===== src/rtl/pc_sequencer.sv =====
// Fetch/decode sequencer that steers the program counter: branches, jumps,
// CALL/RET through a hardware return-address stack, and HALT.
module pc_sequencer #(
    parameter int StackDepth = 8,
    parameter int PtrWidth   = $clog2(StackDepth) + 1
) (
    input  logic                Clock,
    input  logic                Reset,
    input  logic [15:0]         Instruction,
    input  logic [15:0]         CounterValue,
    input  logic                Zero,
    input  logic                Negative,
    input  logic                Carry,
    output logic [15:0]         LoadValue,
    output logic                LoadEnable,
    output logic [8:0]          Offset,
    output logic                OffsetEnable,
    output logic                Halted,
    output logic                StackError,
    output logic [PtrWidth-1:0] StackPointer
);

    localparam int IdxWidth = PtrWidth - 1;
    localparam logic [PtrWidth-1:0] FullCount = PtrWidth'(StackDepth);

    typedef enum logic [1:0] {
        FETCH,
        DECODE,
        HALTED
    } state_t;

    state_t        state;
    state_t        next_state;
    logic [15:0]   stack_mem [StackDepth];
    logic [15:0]   top_entry;
    logic [PtrWidth-1:0] top_ptr;
    logic [3:0]    opcode;
    logic          taken;
    logic          push;
    logic          pop;
    logic          set_error;
    logic          stack_full;
    logic          stack_empty;

    assign opcode      = Instruction[15:12];
    assign stack_full  = (StackPointer >= FullCount);
    assign stack_empty = (StackPointer == '0);
    assign top_ptr     = StackPointer - PtrWidth'(1);
    assign top_entry   = stack_mem[top_ptr[IdxWidth-1:0]];

    always_comb begin
        taken = 1'b0;
        case (Instruction[11:9])
            3'b000:  taken = 1'b1;
            3'b001:  taken = Zero;
            3'b010:  taken = !Zero;
            3'b011:  taken = Negative;
            3'b100:  taken = !Negative;
            3'b101:  taken = Carry;
            3'b110:  taken = !Carry;
            default: taken = 1'b0;
        endcase
    end

    always_ff @(posedge Clock) begin
        if (Reset) begin
            state        <= FETCH;
            StackPointer <= '0;
            StackError   <= 1'b0;
        end else begin
            state <= next_state;
            if (push) begin
                StackPointer <= StackPointer + PtrWidth'(1);
            end else if (pop) begin
                StackPointer <= StackPointer - PtrWidth'(1);
            end
            if (set_error) begin
                StackError <= 1'b1;
            end
        end
    end

    // Stack entries survive reset; only the pointer is cleared.
    always_ff @(posedge Clock) begin
        if (push) begin
            stack_mem[StackPointer[IdxWidth-1:0]] <= CounterValue + 16'd1;
        end
    end

    // While Reset is asserted all controls are idle so the PC sees a quiet bus.
    always_comb begin
        next_state   = state;
        LoadValue    = 16'h0000;
        LoadEnable   = 1'b0;
        Offset       = 9'h000;
        OffsetEnable = 1'b0;
        Halted       = 1'b0;
        push         = 1'b0;
        pop          = 1'b0;
        set_error    = 1'b0;
        if (Reset) begin
            next_state = FETCH;
        end else begin
            case (state)
                FETCH: begin
                    OffsetEnable = 1'b1;
                    next_state   = DECODE;
                end
                DECODE: begin
                    next_state = FETCH;
                    case (opcode)
                        4'h8: begin
                            if (taken) begin
                                OffsetEnable = 1'b1;
                                Offset       = Instruction[8:0];
                            end
                        end
                        4'h9: begin
                            LoadEnable = 1'b1;
                            LoadValue  = {4'h0, Instruction[11:0]};
                        end
                        4'hA: begin
                            if (!stack_full) begin
                                push       = 1'b1;
                                LoadEnable = 1'b1;
                                LoadValue  = {4'h0, Instruction[11:0]};
                            end else begin
                                set_error    = 1'b1;
                                OffsetEnable = 1'b1;
                                next_state   = HALTED;
                            end
                        end
                        4'hB: begin
                            if (!stack_empty) begin
                                pop        = 1'b1;
                                LoadEnable = 1'b1;
                                LoadValue  = top_entry;
                            end else begin
                                set_error    = 1'b1;
                                OffsetEnable = 1'b1;
                                next_state   = HALTED;
                            end
                        end
                        4'hC: begin
                            OffsetEnable = 1'b1;
                            next_state   = HALTED;
                        end
                        default: begin
                        end
                    endcase
                end
                HALTED: begin
                    OffsetEnable = 1'b1;
                    Halted       = 1'b1;
                end
                default: begin
                    next_state = FETCH;
                end
            endcase
        end
    end

endmodule

===== config.mk =====
export PLATFORM = sky130hd
export DESIGN_NAME = pc_sequencer
export DESIGN_NICKNAME = d
export VERILOG_FILES = /design/src/rtl/pc_sequencer.sv
export SDC_FILE = /design/constraint.sdc
export NUM_CORES = 1
export LEC_CHECK = 0
export CAP_MARGIN = 10
export CORE_MARGIN = 4
export CORE_UTILIZATION = 30
export DETAILED_ROUTE_END_ITERATION = 12
export PLACE_DENSITY = 0.61
export SYNTH_ARGS = -nofsm -noshare
export SYNTH_HDL_FRONTEND = slang
export SYNTH_SLANG_ARGS = --single-unit

===== constraint.sdc =====
create_clock -name Clock -period 2.7 [get_ports Clock]
set_input_delay 0.54 -clock Clock [delete_from_list [all_inputs] [get_ports Clock]]
set_output_delay 0.54 -clock Clock [all_outputs]
set_load 0.05 [all_outputs]

==> results_dict.tcl, run 1 <==
set metrics [dict create \
    drive_gt1_share_pct 43.3 \
    rsz0062_at_grt "yes" \
    wl_um 16100 \
    ys.flop_type "edfxtp_1" \
    async_flop_share_pct 0 \
    ys_top_cells_by_count "edfxtp_1, nand2_1, mux4_2, nor2_1" \
    drv_cap 0 \
    cts_buffers 17 \
    yosysTopAreaCell "edfxtp_1" \
    setup_viol 11 \
    ir_drop_mv 0.469 \
    crit_fanout 6 \
    status "finished, violations left" \
    clock-root-buffer "clkbuf_16" \
    synth_most_common_cell "edfxtp_1" \
    drt_iter0_drc 268 \
    yosys-top-cells-area "edfxtp_1, mux4_2, dfxtp_1" \
    drt-met1-wl_um 6950 \
    final_max_slew_viol_count 0 \
    worst_slew_pin_slew_ns 0.630 \
    r2r_slack_ns 0.58 \
    post_drt_via_cell_ratio 4.92 \
    place_area_um2 8120 \
    die_area_um2 22700 \
    ios 70 \
    crit_path_start_kind "flip-flop" \
    syn-cell-area_um2 6110 \
    hold_viol_final 0 \
    yosysSeqAreaShare_pct 65.2 \
    holdWs_ns 0.480 \
    synthCells 393 \
    violations "setup timing" \
    layout_setup_ws_ns -0.115 \
    power_mw 4.58 \
    min_path_type "reg -> reg" \
    num_rows 51 \
    critPathCaptureType "output pin" \
    gp_congestion 0.778 \
    p_leak_nw 3.11 \
    startpoint "StackPointer[0]" \
    synth_top_area_share_pct 62.9 \
    required_ns 2.16 \
    synth_warnings 0 \
    clock_latency_ns 0.42 \
    min_period_ns 2.81 \
    overflow 0 \
    grt_pass1_wl_um 25200 \
    r2r-start "state[1]" \
    wl_met3_um 1040 \
    wl_per_cell_um 19.5 \
    syn_area_per_cell_um2 15.5 \
    antenna_cells 0 \
    highest_layer "met4" \
    cts_hold_buf 0 \
    io_buffers 69 \
    ctsHtreeMaxLevel 4 \
    vias 4081 \
    criticalPathCategory "reg -> out" \
    die_h_um 151 \
    stdcell_area_um2 9170 \
    antenna_found_initial 0 \
    clk_pin_slew_ns 0.06 \
    first_pass_iters 4 \
    timing.rr.end "stack_mem[6][12]" \
    cts_buffer_depth 2 \
    start_util_pct 31.0 \
    die_width_um 151 \
    finalNetCount 592 \
    track_usage_pct 14.9 \
    cts_tree "built" \
    r2r_cells 5 \
    timing.final.crit_share_pct 104 \
    drc_errors 0 \
    core-area_um2 19700 \
    ys_ff_latch 135 \
    ys_types 59 \
    fin_util_pct 46.5 \
    wl_met2_um 7990 \
    max_freq_mhz 355 \
    synth_edf_count 128 \
    worstPathArrival_ns 2.27 \
    ant_nets 0 \
    cts_sinks 135 \
    place_ws_ns -0.125 \
    grt_max_degree 24 \
    slew_headroom_pct 57.9 \
    area_delta_synth_final_pct 50.1 \
    power.density_nw_per_um2 500 \
    clock_skew_ns 0.00526 \
    synth_nets 433 \
    worstSetupEndpoint "LoadValue[11]" \
    dp_hpwl_um 10200 \
    grt_pass1_vias 4366 \
]
## layout by cell type (no fill, tap or decap), drive strengths merged, types with 2 or more instances in the layout
master           n
or4              2
xor2             7
clkdlybuf4s50   32
nor2            20
dfxtp            7
mux2i           12
nand2b           3
clkinvlp         2
ha               3
a21oi            7
nor2b            5
clkbuf          18
a31oi            3
dlygate4sd2      7
clkinv          11
buf            119
and3b            2
nand2           36
nand3            9
a22o             3
nand4            4
inv              7
o22ai            9
xnor2           10
nand3b           3
nor3b           10
mux2             8
edfxtp         128
o21ai            4
nor4            10
or3b             3
nor3            12
a21boi           2
a211oi           2
mux4            26
a311oi           3
o2111ai          2
## worst min path at each step
stage | start | to | slack (ns) | cells after the start
final | StackError | StackError | 0.48 | 2
after global routing | state[0] | state[0] | 0.53 | 1
after CTS | state[0] | state[0] | 0.48 | 1
after detailed placement | state[0] | state[0] | 0.47 | 1
after global placement | state[0] | state[0] | 0.46 | 1
after floorplan | state[0] | state[0] | 0.44 | 1
## cells by family (layout without fill, tap and decap cells)
logic type | after synthesis | after routing | share of synthesized area (%)
xor+xnor | 17 | 17 | 2.87
fa+ha+maj | 3 | 3 | 0.615
buf+inv | 27 | 198 | 2.50
compound gates | 39 | 39 | 4.55
flops | 135 | 135 | 65.2
simple gates | 126 | 126 | 11.2
mux | 46 | 46 | 13.0
## metal layers
metal | global-route usage (%) | up-vias
met5 | 0 | -
met4 | 4.40 | 0
met3 | 3.34 | 13
met2 | 24.8 | 117
met1 | 19.6 | 2077
li1 | - | 1874
## critical path: stages (launching register included)
cell	delay, ns
dfxtp_4	0.35
inv_4	0.04
ha_4	0.17
buf_6	0.13
xor2_4	0.15
buf_12	0.15
mux2i_4	0.19
a311oi_4	0.30
a22o_2	0.23
buf_12	0.14
## sequential cells by signal, summed over array words and instances (netlist names)
signal / count
state: 2
stack_mem: 128
StackError: 1
StackPointer: 4
## power breakdown
group          total [mW]  switching (mW)  internal, mW  leakage, nW
sequential           2.30         0.00262          2.30         1.21
combinational       0.340           0.169         0.171         1.66
clock                1.94           0.803          1.14        0.240
## per-stage QoR
step | TNS, ns | cells
floorplan | -4.75 | 393
global placement | -2.40 | 780
detailed placement | -11.37 | 780
CTS | -0.988 | 829
global route | -1.50 | 829
finish | -0.599 | 829
## final cells by class
cell class	count	area (um^2)
clock inverter	13	66.3
multi-input combinational	231	2340
clock buffer	18	429
timing repair buffer	160	1980
sequential	135	3990
tap	265	332
fill	1660	10600
inverter	7	28.8
## what timing repair did
action                                  CTS  global route
endpoints found under the setup margin   26            26
gates resized for setup                  53            28
buffers inserted                         16             1
pin swaps                                17            11
gates cloned                              4             0
Note: power is estimated with default switching activity, not from simulation.
==> run 2: changes to the inputs <==
--- a/config.mk
+++ b/config.mk
@@ -5,7 +5,7 @@
 export SDC_FILE = /design/constraint.sdc
 export NUM_CORES = 1
 export LEC_CHECK = 0
-export CAP_MARGIN = 10
+export CAP_MARGIN = 20
 export CORE_MARGIN = 4
 export CORE_UTILIZATION = 30
 export DETAILED_ROUTE_END_ITERATION = 12
==> results of run 2 <==
No change in the layout: final DEF, timing and power equal those of run 1.
==> run 3: changes to the inputs <==
--- a/config.mk
+++ b/config.mk
@@ -5,7 +5,6 @@
 export SDC_FILE = /design/constraint.sdc
 export NUM_CORES = 1
 export LEC_CHECK = 0
-export CAP_MARGIN = 20
 export CORE_MARGIN = 4
 export CORE_UTILIZATION = 30
 export DETAILED_ROUTE_END_ITERATION = 12
==> results of run 3 <==
No change in the layout: final DEF, timing and power equal those of run 1.
